<file path="src/rtl/ps2_key_display.sv">
//------------------------------------------------------------------------------
// Module   : ps2_key_display
// Brief    : PS/2 scan-code decoder with held-key and BCD press-count displays
// Revision : 1.0 - initial release
//------------------------------------------------------------------------------
`default_nettype none

module ps2_key_display #(
    parameter int CNT_DIGITS         = 2,
    parameter bit BLANK_ON_RELEASE   = 1'b1,
    parameter bit LEADING_ZERO_BLANK = 1'b0
) (
    input  logic                      clk,
    input  logic                      rst,
    input  logic [7:0]                kb_data,
    input  logic                      kb_ready,
    input  logic                      kb_overflow,
    output logic                      kb_next,
    output logic                      key_down,
    output logic                      key_ext,
    output logic                      ovf_seen,
    output logic [15:0]               hex_code,
    output logic [8*CNT_DIGITS-1:0]   hex_cnt
);

    localparam int         c_CNT_W = 4 * CNT_DIGITS;
    localparam logic [7:0] c_PFX_EXT = 8'hE0;
    localparam logic [7:0] c_PFX_BRK = 8'hF0;

    function automatic logic [6:0] f_seg7(input logic [3:0] n);
        case (n)
            4'h0: f_seg7 = 7'h40;  4'h1: f_seg7 = 7'h79;
            4'h2: f_seg7 = 7'h24;  4'h3: f_seg7 = 7'h30;
            4'h4: f_seg7 = 7'h19;  4'h5: f_seg7 = 7'h12;
            4'h6: f_seg7 = 7'h02;  4'h7: f_seg7 = 7'h78;
            4'h8: f_seg7 = 7'h00;  4'h9: f_seg7 = 7'h10;
            4'hA: f_seg7 = 7'h08;  4'hB: f_seg7 = 7'h03;
            4'hC: f_seg7 = 7'h46;  4'hD: f_seg7 = 7'h21;
            4'hE: f_seg7 = 7'h06;  default: f_seg7 = 7'h0E;
        endcase
    endfunction

    // Count display for a zero count: digit 0 always shows "0"
    function automatic logic [8*CNT_DIGITS-1:0] f_cnt_rst();
        logic [8*CNT_DIGITS-1:0] v;
        for (int i = 0; i < CNT_DIGITS; i++) begin
            v[8*i +: 8] = (LEADING_ZERO_BLANK && i != 0) ? 8'hFF : 8'hC0;
        end
        return v;
    endfunction

    logic                    r_kb_next;
    logic                    r_brk;
    logic                    r_ext;
    logic [7:0]              r_code;
    logic                    r_key_down;
    logic                    r_key_ext;
    logic                    r_ovf;
    logic [c_CNT_W-1:0]      r_cnt;
    logic [15:0]             r_hex_code;
    logic [8*CNT_DIGITS-1:0] r_hex_cnt;

    logic                    w_accept;
    logic                    w_carry;
    logic                    w_zero_above;
    logic [c_CNT_W-1:0]      w_cnt_inc;
    logic [15:0]             w_hex_code;
    logic [8*CNT_DIGITS-1:0] w_hex_cnt;

    assign w_accept = kb_ready && !r_kb_next;

    always_comb begin
        w_cnt_inc = r_cnt;
        w_carry   = 1'b1;
        for (int i = 0; i < CNT_DIGITS; i++) begin
            if (w_carry) begin
                if (r_cnt[4*i +: 4] == 4'd9) begin
                    w_cnt_inc[4*i +: 4] = 4'd0;
                end else begin
                    w_cnt_inc[4*i +: 4] = r_cnt[4*i +: 4] + 4'd1;
                    w_carry             = 1'b0;
                end
            end
        end
    end

    // Walk from the most significant digit so zeros count as leading only
    // while every digit above them is also zero.
    always_comb begin
        w_hex_cnt    = '1;
        w_zero_above = 1'b1;
        for (int i = CNT_DIGITS - 1; i >= 0; i--) begin
            w_zero_above = w_zero_above && (r_cnt[4*i +: 4] == 4'd0);
            if (LEADING_ZERO_BLANK && i != 0 && w_zero_above) begin
                w_hex_cnt[8*i +: 8] = 8'hFF;
            end else begin
                w_hex_cnt[8*i +: 8] = {1'b1, f_seg7(r_cnt[4*i +: 4])};
            end
        end
        w_hex_cnt[7] = ~r_ovf;
    end

    always_comb begin
        if (r_key_down) begin
            w_hex_code = {~r_key_ext, f_seg7(r_code[7:4]), 1'b1, f_seg7(r_code[3:0])};
        end else if (BLANK_ON_RELEASE) begin
            w_hex_code = 16'hFFFF;
        end else begin
            w_hex_code = {1'b1, f_seg7(r_code[7:4]), 1'b1, f_seg7(r_code[3:0])};
        end
    end

    always_ff @(posedge clk) begin
        if (rst) begin
            r_kb_next  <= 1'b0;
            r_brk      <= 1'b0;
            r_ext      <= 1'b0;
            r_code     <= 8'h00;
            r_key_down <= 1'b0;
            r_key_ext  <= 1'b0;
            r_ovf      <= 1'b0;
            r_cnt      <= '0;
            r_hex_code <= 16'hFFFF;
            r_hex_cnt  <= f_cnt_rst();
        end else begin
            r_kb_next  <= w_accept;
            r_hex_code <= w_hex_code;
            r_hex_cnt  <= w_hex_cnt;
            if (kb_overflow) begin
                r_ovf <= 1'b1;
            end
            if (w_accept) begin
                if (kb_data == c_PFX_EXT) begin
                    r_ext <= 1'b1;
                end else if (kb_data == c_PFX_BRK) begin
                    r_brk <= 1'b1;
                end else if (r_brk) begin
                    // Releases of anything other than the held key are ignored
                    if (kb_data == r_code && r_ext == r_key_ext) begin
                        r_key_down <= 1'b0;
                    end
                    r_brk <= 1'b0;
                    r_ext <= 1'b0;
                end else if (r_key_down && kb_data == r_code && r_ext == r_key_ext) begin
                    r_ext <= 1'b0;
                end else begin
                    r_code     <= kb_data;
                    r_key_ext  <= r_ext;
                    r_key_down <= 1'b1;
                    r_cnt      <= w_cnt_inc;
                    r_ext      <= 1'b0;
                end
            end
        end
    end

    assign kb_next  = r_kb_next;
    assign key_down = r_key_down;
    assign key_ext  = r_key_ext;
    assign ovf_seen = r_ovf;
    assign hex_code = r_hex_code;
    assign hex_cnt  = r_hex_cnt;

endmodule

`default_nettype wire

</file>
<file path="config.mk">
export PLATFORM = sky130hd
export DESIGN_NAME = ps2_key_display
export DESIGN_NICKNAME = d
export VERILOG_FILES = /design/src/rtl/ps2_key_display.sv
export SDC_FILE = /design/constraint.sdc
export NUM_CORES = 1
export LEC_CHECK = 0
export ABC_AREA = 1
export BUFFER_PORTS_ARGS = -buffer_cell sky130_fd_sc_hd__buf_2
export CAP_MARGIN = 20
export CORE_ASPECT_RATIO = 0.75
export CORE_MARGIN = 5
export CORE_UTILIZATION = 45
export CTS_BUF_LIST = sky130_fd_sc_hd__clkbuf_16
export DETAILED_ROUTE_END_ITERATION = 10
export HOLD_SLACK_MARGIN = 0.05
export PLACE_DENSITY = 0.7
export SKIP_CTS_REPAIR_TIMING = 1
export SYNTH_ARGS = -nofsm -noshare
export SYNTH_HDL_FRONTEND = slang
export SYNTH_SLANG_ARGS = --single-unit
</file>
<file path="constraint.sdc">
create_clock -name clk -period 2.1 [get_ports clk]
set_clock_uncertainty 0.05 [all_clocks]
set_input_delay 0.42 -clock clk [delete_from_list [all_inputs] [get_ports clk]]
set_output_delay 0.42 -clock clk [all_outputs]
set_load 0.01 [all_outputs]
</file>
Yosys cells after proc, flatten, opt, wreduce, memory -nomap -nowiden
Memories as Yosys holds them, arrays and structs flattened. A register that Yosys moved wholly into a read port is not among the register bits.
Index checks and enable logic that the tools add are counted.
{"block": "op_classes", "n_addsub": 2, "eq_ne": 9, "mux": 9, "bitwise_logic": 7, "reduce_logical": 11}
{"operator": "== test 8 bit (second input constant)", "n": 2}
{"operator": "AND reduction 5 bit", "n": 2}
{"operator": "adder 4 x 1 -> 4 bit (second input constant)", "n": 2}
{"operator": "== test 4 bit (second input constant)", "n": 2}
{"operator": "== test 8 bit", "n": 1}
{"operator": "two-way mux 4 bit", "n": 2}
{"operator": "two-way mux 1 bit", "n": 7}
{"operator": "NOT 1 bit", "n": 7}
{"operator": "AND reduction 6 bit", "n": 1}
{"operator": "logical AND 1 bit", "n": 4}
{"operator": "inequality test 2 bit (second input constant)", "n": 2}
{"operator": "AND reduction 2 bit", "n": 2}
{"operator": "inequality test 2 x 1 -> 1 bit (second input constant)", "n": 1}
{"operator": "OR reduction 2 bit", "n": 1}
{"operator": "== test 1 bit", "n": 1}
{"operator": "logical NOT 1 bit", "n": 1}
{"block": "word_totals", "reg_bits": 54, "mem_bits_ro": 448, "output_inout_bits": 36, "word_cells": 55, "n_memories": 4}
{"memory": "(name not given)", "words": 16, "width": 7, "rd": 1, "rd_clocked_by_memory_dff": 1, "write_ports": 0, "line_no": "31", "rtl": "case (n)"}
{"memory": "(name not given)", "words": 16, "width": 7, "rd": 1, "rd_clocked_by_memory_dff": 1, "write_ports": 0, "line_no": "31"}
{"memory": "(name not given)", "words": 16, "width": 7, "rd": 1, "rd_clocked_by_memory_dff": 1, "write_ports": 0, "line_no": "31"}
{"memory": "(name not given)", "words": 16, "width": 7, "rd": 1, "rd_clocked_by_memory_dff": 1, "write_ports": 0, "line_no": "31"}

Logic depth before layout (Yosys ltp)
Gate-level depths: netlist (run 1).
{"block": "logic_depth", "word_depth": 5, "ltp_mapped": 12, "depth_no_buf": 11}

Least setup slack after synthesis (run 1)
OpenSTA, ideal clock, no wires.
{"block": "synth_timing", "path_kind": "register to register", "startpoint": "register r_code[5]", "endpoint": "register r_cnt[0]", "arrival_ns": 1.368, "required_ns": 1.984, "slack_ns": 0.616, "stages_incl_launch_ff": 12, "n_path_buf": 1, "period_less_slack_ns": 1.484, "path_cell_list": "dfxtp_1 inv_1 nand2_1 nand2_1 nor2_2 nand2_2 nor2_4 nand3_4 nand2_4 buf_8 nand2_2 a21oi_2"}
{"block": "synth_via", "elab_chain_cells": 5}
{"element": "start: declaration", "line_no": "55", "rtl": "logic [7:0] r_code;"}
{"element": "start signal: assignment", "line_no": "147", "rtl": "r_code <= kb_data;"}
{"element": "== test 8 bit", "line_no": "144", "rtl": "end else if (r_key_down && kb_data == r_code && r_ext == r_key_ext) begin"}
{"element": "logical AND 1 bit (2 in series)", "line_no": "144"}
{"element": "NOT 1 bit (no source line)"}
{"element": "AND reduction 5 bit (no source line)"}
{"element": "end signal: assignment", "line_no": "150", "rtl": "r_cnt <= w_cnt_inc;"}
{"element": "end: declaration", "line_no": "59", "rtl": "logic [c_CNT_W-1:0] r_cnt;"}
No other way between the ends.
A chain may end at the register's enable or synchronous reset.

Worst setup path in the final report (run 1)
{"block": "layout_timing", "startpoint": "register r_code[7]", "endpoint": "register r_code[3]"}
{"block": "layout_via", "elab_chain_cells": 5}
{"element": "== test 8 bit", "line_no": "144"}
{"element": "logical AND 1 bit (2 in series)", "line_no": "144"}
{"element": "NOT 1 bit (no source line)"}
{"element": "AND reduction 5 bit (no source line)"}
No other way between the ends.

==> summary.txt, run 1 <==
STA
  – RSZ-0062 raised after global routing: no
  – Period utilization: 86.1%
  – Fin. max-slew vios: 0
  – Final min period: 1.81 ns
  – Fmax: between 500 and 600 MHz
  – Final Hold Slack: between 0.2 and 0.3 ns
  – Fin worst setup slack: between 0.2 and 0.3 ns
  – TNS Setup: 0 ns
  – Final Setup Violations: 0
  – Final Hold Vio Count: 0

Synthesis
  – Top cell type's share of synthesized area: roughly 37%
  – Post-Syn Area per Cell: 7.53 µm²
  – Post-synthesis simple-gate area fraction: 23.6%
  – Post-Synth Adder-Cell Area: 10.8%
  – Cell taking the most area after synthesis: dfxtp_1
  – Ranking of synthesized cells by area: dfxtp_1, ha_1, nand2_1
  – Mux cell area share after synthesis: 0%
  – FF+latch count, synth: 52
  – Compound-Gate Fraction of Synth Area: 15.5%
  – Syn. warnings: 0
  – Xor/xnor share of the synthesized area: 2.52%
  – Largest family of logic cells by synthesized area: simple AND/OR/NAND/NOR gates
  – Post-Syn Area: between 0.002 and 0.003 mm²
  – Number of library cell types mapped by synthesis: 35
  – Cells after Synth: 369
  – Seq/Total Area, Yosys: between 30% and 40%

Worst hold path
  – Worst min-delay path class: in -> reg

Cells and area
  – Final Net Count: roughly 450
  – Share of layout cells above drive strength 1: between 10% and 20%
  – Post-route insts no fill: 491
  – # diodes: 0
  – Finished Cell Area: 0.00319 mm²
  – Final Util: 53.9%
  – Area delta synth->final: 14.8%

Detailed routing
  – WL final: 5810 µm
  – First drt pass iteration count: 4
  – Routed vias: approximately 2.4k
  – DR iter-0 viols: roughly 100
  – Vias/cell: between 4 and 5
  – Avg WL per Cell: between 10 and 15 µm
  – Remaining antenna violation count: 0
  – Drt drc: 0

Setup path
  – Kind of cell adding the most delay to the critical path: simple AND/OR/NAND/NOR gates
  – CP Capture Type: flop
  – Critical path, cell by cell: inv_6 -> nand2_2 -> nand2_1 -> nor2_2 -> nand2_2 -> nor2_4 -> nand3_4 -> nand2_4 -> inv_2 -> nor2_1 -> nor2_1
  – WS Path Type: reg -> reg
  – Peak fanout along the critical path: 15
  – CP max stage delay: 0.53 ns
  – CP bufs+invs: 2
  – Critical path's slowest cell: dfxtp_1
  – Data arrival, critical path: 1.94 ns
  – Data required, critical path: 2.23 ns
  – Crit start category: flop
  – R2r setup slk: ~0.29 ns

GRT
  – First-pass GRT wire length: a little over 10000 µm
  – Largest net degree at the start of global routing: 21
  – GRT overflow: 0
  – Number of global-route vias before repair: 2178
  – Initial antenna violation count: 0
  – Global Route Usage Sum: roughly 16%

Power
  – Worst ir drop on vdd: 0.000380 V
  – Pleak: 1.47 nW
  – Pwr/cell area: 691 mW/mm²
  – Power consumption: roughly 2.2 mW

Status
  – Status: completed

Clocking
  – Worst-Skew Late Latency: 0.28 ns
  – CTS sink count: 52
  – Root Driver: clkbuf_16
  – H-tree levels: 2
  – Number of CTS-inserted buffers: 5
  – Reg clk slew, reported paths: 0.07 ns
  – CTS tree: done
  – CTS Buffer Depth: 2

Floorplan
  – Initial Utilization: 47.0%
  – Core area: a little under 0.006 mm²
  – DIE AREA: around 0.0079 mm²
  – Die Ht: around 78 µm
  – Rows: 24
  – Die width: 101 µm
  – IO Count: 48

Place
  – RePlAce Congestion: 0.864
  – DP Worst Slack: 0.276 ns
  – Placed Area: 0.00305 mm²
  – Post-DP HPWL: around 4300 µm
  – Port Buffers: 45
  – Cells after DPL: 483

Run
  – Max Cap Viol: 0
## layout make-up
| cell class | count | area [µm²] |
|---|---|---|
| inverters | 46 | 178 |
| flip-flops and latches | 52 | 1040 |
| clock buffers | 5 | 125 |
| repair buffers | 51 | 270 |
| well taps | 78 | 97.6 |
| fillers | 569 | 2730 |
| multi-input cells | 256 | 1470 |
| clock inverters | 3 | 11.3 |
## layer usage
layer | track usage, % | part of all wire [%]
met1 | 22.8 | 51
met2 | 23.3 | 42
met3 | 3.37 | 5.6
met4 | 4.85 | 1.0
met5 | 0 | 0
## cell usage after synthesis, drive strengths merged
cell type and number:
buf 8, ha 24, nor2 49, a31oi 6, clkinv 1, nand3 16
and2 1, o21ai 34, inv 45, xnor2 5, conb 1, clkbuf 8
o211ai 8, xor2 3, a21oi 27, o311ai 1, dfxtp 52, or2 1
o221ai 1, nand4 6, nor3 6, nand2 66
## sequential cells by signal (all words and copies together) (netlist names)
signal / count
key_down: 1
kb_next: 1
key_ext: 1
r_code: 8
r_ext: 1
hex_cnt: 15
hex_code: 15
r_cnt: 8
r_brk: 1
ovf_seen: 1
## cell usage in the layout (no fill, tap or decap), types with 2 or more instances in the layout
cell type	count
o211ai_1	8
nand2_2	7
nor3_1	6
conb_1	2
buf_2	45
clkbuf_16	5
xor2_1	3
a21oi_2	3
a31oi_1	6
nor2_1	46
nand3_1	13
dfxtp_1	52
nand2_1	58
buf_4	6
nand4_1	6
ha_1	24
a21oi_1	24
clkinv_1	2
nor2_4	2
nand3_2	2
inv_1	45
o21ai_1	7
o21ai_0	27
xnor2_1	5
## final timing paths
kind	startpoint	end	cells past startpoint
worst min register to register	ovf_seen	hex_cnt[7]	1
worst max register to register	r_code[7]	r_code[3]	11
worst max-delay path	r_code[7]	r_code[3]	11
worst min-delay path	kb_overflow	ovf_seen	3
## logic make-up after synthesis
kind of cell,Yosys count
xor gates and xnor gates,8
DFF,52
other,1
buffers and inverters,62
and+or+nand+nor,145
AOI/OAI and AO/OA,77
adders and majority gates,24
## tightest hold or removal path, cell delays in order
cell,delay (ns)
buf_2,0.08
nand2_1,0.04
nand2_1,0.05
## power breakdown
group	internal [mW]	switching, mW
Combinational	0.130	0.217
Sequential	1.04	0.0441
Clock	0.430	0.342
Power figures use the tool's default switching activity.
==> run 2, diff against run 1 <==
- BUFFER_PORTS_ARGS: -buffer_cell sky130_fd_sc_hd__buf_2 -> default
- DONT_BUFFER_PORTS: default -> 1
- PLACE_DENSITY: 0.7 -> 0.64
==> run 2 against run 1 <==
First-iteration DRC count fell by 14%. Final cell count fell by 9.4%. Largest cell class unchanged. Critical path depth fell by 2. Combinational power fell by 22%. Critical path type unchanged. Worst hold slack got worse by 0.14 ns. Critical endpoint is now r_code[5]. Routed wire length fell by 0.55%. Sequential share of layout area rose by 2.6 points. Core utilization fell by 3.9 points. Global-route usage fell by 0.73 points. Fmax fell by 1.1%. Sequential cell count did not move.
==> summary.txt, run 2 (synthesized netlist as in run 1, its figures left out) <==
Status
  – Status: completed

Place
  – Port Buffers: 0 (-100%)
  – DP Worst Slack: 0.294 ns (+0.0178 ns)
  – Cells after DPL: 437 (-9.5%)
  – Post-DP HPWL: 4190 µm (-2.6%)
  – RePlAce Congestion: 0.882 (+2.1%)

GRT
  – Global Route Usage Sum: 15.0% (-0.73 points)
  – Initial antenna violation count: 0 (unchanged)
  – GRT overflow: 0 (unchanged)
  – Number of global-route vias before repair: 1985 (-8.9%)
  – Largest net degree at the start of global routing: 21 (unchanged)
  – First-pass GRT wire length: 9660 µm (-4.9%)

STA
  – Period utilization: 87.1% (+0.92 points)
  – Fin. max-slew vios: 0 (unchanged)
  – Final Setup Violations: 0 (unchanged)
  – TNS Setup: 0 ns (unchanged)
  – Final Hold Vio Count: 0 (unchanged)
  – Fmax: 547 MHz (-1.1%)
  – RSZ-0062 raised after global routing: no
  – Fin worst setup slack: 0.272 ns (-0.0194 ns)
  – Final min period: 1.83 ns (+0.0194 ns)
  – Final Hold Slack: 0.150 ns (-0.139 ns)

Power
  – Pwr/cell area: 728 mW/mm² (+5.4%)
  – Worst ir drop on vdd: 0.000356 V (-6.3%)
  – Pleak: 1.29 nW (-12%)

Cells and area
  – Multi-input gate area: 0.00147 mm² (unchanged)
  – # diodes: 0 (unchanged)
  – Leading cell type in the layout, fill and taps excluded: nand2_1
  – Share of layout cells above drive strength 1: 8.17% (-10 points)
  – Final Net Count: 402 (-10%)
  – Sequential cell area: 0.00104 mm² (unchanged)
  – Final Util: 50.0% (-3.9 points)
  – Most frequent cells in the layout: nand2_1, dfxtp_1, nor2_1
  – Area delta synth->final: 6.39%
  – Post-route insts no fill: 445 (-9.4%)
  – Final-layout fill cell count: 567 (-0.35%)

Detailed routing
  – Vias/cell: 5.07 (+4.7%)
  – DR iter-0 viols: 89 (-14%)
  – Routed vias: 2256 (-5.1%)
  – Avg WL per Cell: 13.0 µm (+9.7%)
  – First drt pass iteration count: 5 (+1)
  – Remaining antenna violation count: 0 (unchanged)
  – Drt drc: 0 (unchanged)
  – WL final: 5780 µm (-0.55%)

Floorplan
  – Die Ht: 78.1 µm (unchanged)
  – Rows: 24 (unchanged)
  – Core area: 0.00592 mm² (unchanged)
  – IO Count: 48 (unchanged)
  – Initial Utilization: 47.0% (unchanged)
  – Die width: 101 µm (unchanged)
  – DIE AREA: 0.00786 mm² (unchanged)

Setup path
  – Peak fanout along the critical path: 15 (unchanged)
  – Data arrival, critical path: 1.96 ns (+0.02 ns)
  – Critical path's slowest cell: dfxtp_1
  – CP bufs+invs: 2 (unchanged)
  – Worst Setup SP: r_code[2]
  – Worst flop-to-flop path startpoint: r_code[2]
  – Cell mode on critical path: nor2_1
  – CP max stage delay: 0.53 ns (about the same)
  – WS Path Type: reg -> reg
  – Crit start category: flop
  – CP Capture Type: flop
  – Data required, critical path: 2.23 ns (about the same)
  – Kind of cell adding the most delay to the critical path: simple AND/OR/NAND/NOR gates
  – Critical path, cell by cell: inv_1 -> nand2_1 -> nand4_1 -> nor2_4 -> nand3_4 -> nand2_4 -> inv_2 -> nor2_1 -> nor2_1

Clocking
  – Reg clk slew, reported paths: 0.07 ns (about the same)
  – Worst-Skew Late Latency: 0.29 ns (about the same)
  – CTS Buffer Depth: 2 (unchanged)
  – CTS sink count: 52 (unchanged)
  – H-tree levels: 2 (unchanged)
  – Number of CTS-inserted buffers: 5 (unchanged)
  – Root Driver: clkbuf_16
  – CTS tree: done

Worst hold path
  – Worst min-delay path class: in -> reg
  – Hold_sp: rst

Run
  – Max Cap Viol: 0 (unchanged)
==> run 2: cell count changes in the layout (fill, tap and decap cells not counted) <==
cell | previous run | this run
buf_2 | 45 | 0
buf_4 | 6 | 5
==> run 2: worst reg2reg max path: stages, from the launching register on <==
cell and delay (ns):
dfxtp_1 0.53, inv_1 0.16, nand2_1 0.09, nand4_1 0.12, nor2_4 0.17, nand3_4 0.12
nand2_4 0.20, inv_2 0.13, nor2_1 0.11, nor2_1 0.05
==> run 2: metrics by stage <==
step	instance area, µm²	power [mW]
global route	2960	2.27
floorplan	2780	1.36
finish	2960	2.15
global placement	2820	1.40
CTS	2960	2.17
detailed placement	2820	1.40
==> run 2: area by class of cell <==
type | count | share of cell area [%]
clock buffer | 5 | 4.23
clock inverter | 3 | 0.381
inverter | 46 | 6.01
multi-input combinational | 256 | 49.6
sequential | 52 | 35.2
tap | 78 | 3.30
timing repair buffer | 5 | 1.27
==> run 2: path summary, 6_finish.rpt <==
kind                            cells after the start         end  slack, ns
worst max-delay path                                9   r_code[5]       0.27
worst max register to register                      9   r_code[5]       0.27
worst min-delay path                                1    r_cnt[2]       0.15
worst min register to register                      1  hex_cnt[7]       0.41
==> run 2: metal layers <==
metal | part of all wire [%] | routed length (µm) | global-route usage, %
met1 | 49 | 2860 | 21.2
met2 | 43 | 2480 | 22.3
met3 | 6.9 | 396 | 4.69
met4 | 0.83 | 48 | 3.63
met5 | 0 | 0 | 0
==> run 2: where the power goes <==
| part | total (mW) | switching [mW] | internal, mW |
|---|---|---|---|
| Combinational | 0.271 | 0.172 | 0.0987 |
| Clock | 0.771 | 0.341 | 0.430 |
| Sequential | 1.11 | 0.0687 | 1.04 |
| Total | 2.15 | 0.582 | 1.57 |
==> run 3, diff against run 2 <==
- ABC_AREA: 1 -> default
==> run 3 against run 2 <==
Combinational power fell by 16%. First-iteration DRC count grew 7.9%. Power fell by 3.9%.
==> summary.txt, run 3 <==
Synthesis
  – Cells after Synth: 320 (-13%)
  – Post-synth top cells: dfxtp_1, nor2_1, nand2_1
  – Count leader, synth: dfxtp_1
  – Post-Syn Area: 0.00274 mm² (-1.5%)
  – Post-synth ARST share: 0% (unchanged)
  – Primary FF master, synth: dfxtp_1
  – Top cell type's share of synthesized area: 38.0% (+0.56 points)
  – Seq/Total Area, Yosys: 38.0% (+0.56 points)
  – Cell taking the most area after synthesis: dfxtp_1
  – Syn. warnings: 0 (unchanged)
  – Ranking of synthesized cells by area: dfxtp_1, ha_1, nor2_1
  – Number of library cell types mapped by synthesis: 45 (+29%)
  – Post-synth EDFFs: 0 (unchanged)
  – Post-Syn Area per Cell: 8.56 µm² (+14%)
  – FF+latch count, synth: 52 (unchanged)

STA
  – Slew margin rel.: between 60% and 70%
  – TNS Setup: 0 ns (unchanged)
  – Final min period: 1.97 ns (+0.143 ns)
  – Final Setup Violations: 0 (unchanged)
  – Fin worst setup slack: 0.129 ns (-0.143 ns)
  – Period utilization: 93.9% (+6.8 points)
  – Fmax: 507 MHz (-7.3%)
  – Final Hold Slack: 0.149 ns (-0.00133 ns)
  – Final Hold Vio Count: 0 (unchanged)
  – Fin. max-slew vios: 0 (unchanged)
  – RSZ-0062 raised after global routing: no
  – Worst-margin pin slew: 0.529 ns

Detailed routing
  – Drt drc: 0 (unchanged)
  – DR iter-0 viols: 96 (+7.9%)
  – First drt pass iteration count: 4 (-1)
  – Vias/cell: 5.41 (+6.6%)
  – Avg WL per Cell: 14.7 µm (+13%)
  – WL final: 5910 µm (+2.2%)
  – Remaining antenna violation count: 0 (unchanged)
  – Routed vias: 2168 (-3.9%)

Clocking
  – CTS tree: done
  – Reg clk slew, reported paths: 0.06 ns (about the same)
  – Number of CTS-inserted buffers: 5 (unchanged)
  – CTS sink count: 52 (unchanged)
  – Worst-Skew Late Latency: 0.28 ns (about the same)
  – H-tree levels: 2 (unchanged)
  – Root Driver: clkbuf_16
  – CTS Buffer Depth: 2 (unchanged)

Worst hold path
  – Worst min-delay path class: in -> reg
  – Hold_sp: rst

Status
  – Status: completed

GRT
  – Largest net degree at the start of global routing: 38 (+81%)
  – GR Util met2: 21.6% (-0.70 points)
  – Initial antenna violation count: 0 (unchanged)
  – Top Usage Layer GRT: met1
  – GRT overflow: 0 (unchanged)
  – Number of global-route vias before repair: 1847 (-7.0%)
  – Global Route Usage Sum: 15.1% (+0.12 points)
  – First-pass GRT wire length: 9560 µm (-1.1%)
  – Met3 usage: 4.84% (+0.14 points)
  – Global routing met1 resource utilization: 22.1% (+0.88 points)

Floorplan
  – Die Ht: 77.5 µm (-0.65%)
  – Initial Utilization: 46.8% (-0.22 points)
  – DIE AREA: 0.00776 mm² (-1.3%)
  – Core area: 0.00586 mm² (-1.0%)
  – Die width: 100 µm (-0.67%)
  – IO Count: 48 (unchanged)
  – Rows: 24 (unchanged)

Power
  – Power consumption: 2.07 mW (-3.9%)
  – Internal Pwr Total: 1.56 mW (-1.0%)
  – NetSw: 514 µW (-12%)
  – Logic pwr share: 10.9% (-1.7 points)
  – Pwr/cell area: 689 mW/mm² (-5.4%)
  – Clock share of power: 37.1% (+1.3 points)
  – Pleak: 1.17 nW (-9.1%)
  – Share of power burned in registers: 52.0% (+0.4 points)
  – Sw Ratio: 24.8% (-2.2 points)
  – Worst ir drop on vdd: 0.000306 V (-14%)

Cells and area
  – Leading cell type in the layout, fill and taps excluded: dfxtp_1
  – Area delta synth->final: 9.73%
  – Final-layout fill cell count: 565 (-0.35%)
  – # diodes: 0 (unchanged)
  – Most frequent cells in the layout: dfxtp_1, nor2_1, nand2_1
  – Final Net Count: 359 (-11%)
  – Finished Cell Area: 0.00300 mm² (+1.6%)
  – Sequential cell area: 0.00104 mm² (unchanged)
  – Multi-input gate area: 0.00155 mm² (+5.5%)
  – Share of layout cells above drive strength 1: 8.98% (+0.80 points)

Setup path
  – Peak fanout along the critical path: 6 (-9)
  – CP Capture Type: flop
  – Data arrival, critical path: 2.14 ns (+0.18 ns)
  – CP bufs+invs: 1 (-1)
  – CP Capture Point: r_cnt[5]
  – Worst Setup SP: r_cnt[1]
  – Critical path, cell by cell: inv_1 -> ha_1 -> nand2_1 -> nor2_1 -> nand2_2 -> or4_1 -> a21oi_1
  – Crit start category: flop
  – Worst path depth: 7 (-2)
  – Data required, critical path: 2.26 ns (+0.03 ns)
  – Critical path's slowest cell: or4_1
  – WS Path Type: reg -> reg
  – Kind of cell adding the most delay to the critical path: simple AND/OR/NAND/NOR gates
  – CP max stage delay: 0.52 ns (about the same)
  – R2r setup slk: 0.13 ns (-0.14 ns)
  – Worst R2R End: r_cnt[5]
  – Worst flop-to-flop path startpoint: r_cnt[1]
  – Reg2Reg Depth: 7 (-2)

Place
  – Port Buffers: 0 (unchanged)
  – RePlAce Congestion: 0.841 (-4.7%)
  – Placed Area: 0.00287 mm² (+1.8%)
  – DP Worst Slack: 0.172 ns (-0.122 ns)
  – Post-DP HPWL: 4270 µm (+1.8%)

Run
  – Max Cap Viol: 0 (unchanged)
-- run 3: changes by cell type in the layout (fill, tap and decap cells not counted), sizes merged, moves of 8 or more --
cell,delta
nor2,-16
buf,+12
o21ai,-19
nand2,-37
inv,-32
nand2b,+8
a211oi,+8
-- run 3: how the worst min path moves through the flow --
stage                 endpoint  slack (ns)  cells past startpoint
floorplan           hex_cnt[7]        0.36                      1
global placement    hex_cnt[7]        0.38                      1
detailed placement  hex_cnt[7]        0.38                      1
CTS                  r_code[4]        0.14                      1
global route        hex_cnt[8]        0.13                      1
finish                ovf_seen        0.15                      1
-- run 3: power groups by stage --
stage          registers, mW  logic, mW  clock network [mW]
6_report                1.08      0.227               0.767
5_1_grt                 1.08      0.257               0.851
4_1_cts                 1.08      0.226               0.787
3_5_place_dp            1.10      0.223                   0
3_3_place_gp            1.10      0.221                   0
2_1_floorplan           1.09      0.185                   0
-- run 3: logic make-up (layout without fill, tap and decap cells) --
family          Yosys count  in the layout  synth area share (%)
flops                    52             52                  38.0
fa+ha+maj                24             24                  11.0
compound gates           82             82                  20.0
mux                       8              8                  3.61
xor+xnor                 10             10                  3.20
other cells               1              2                 0.137
buf+inv                  37             39                  5.58
simple gates            106            106                  18.5
-- run 3: final cells by class --
cell class	instances	area share, %
well taps	78	3.25
clock inverters	2	0.292
clock buffers	5	4.16
flip-flops and latches	52	34.7
multi-input cells	232	51.5
inverters	15	1.87
repair buffers	17	4.25
-- run 3: layer usage --
layer  wire length [µm]  part of all wire, %
met1               2950                   50
met5                  0                    0
met3                337                  5.7
met4                 50                 0.85
met2               2570                   43
-- run 3: metrics by stage --
step | util, % | std cells
floorplan | - | 321
global placement | 49.0 | 394
detailed placement | 49.0 | 394
CTS | 51.3 | 401
global route | 51.3 | 401
finish | 51.3 | 401
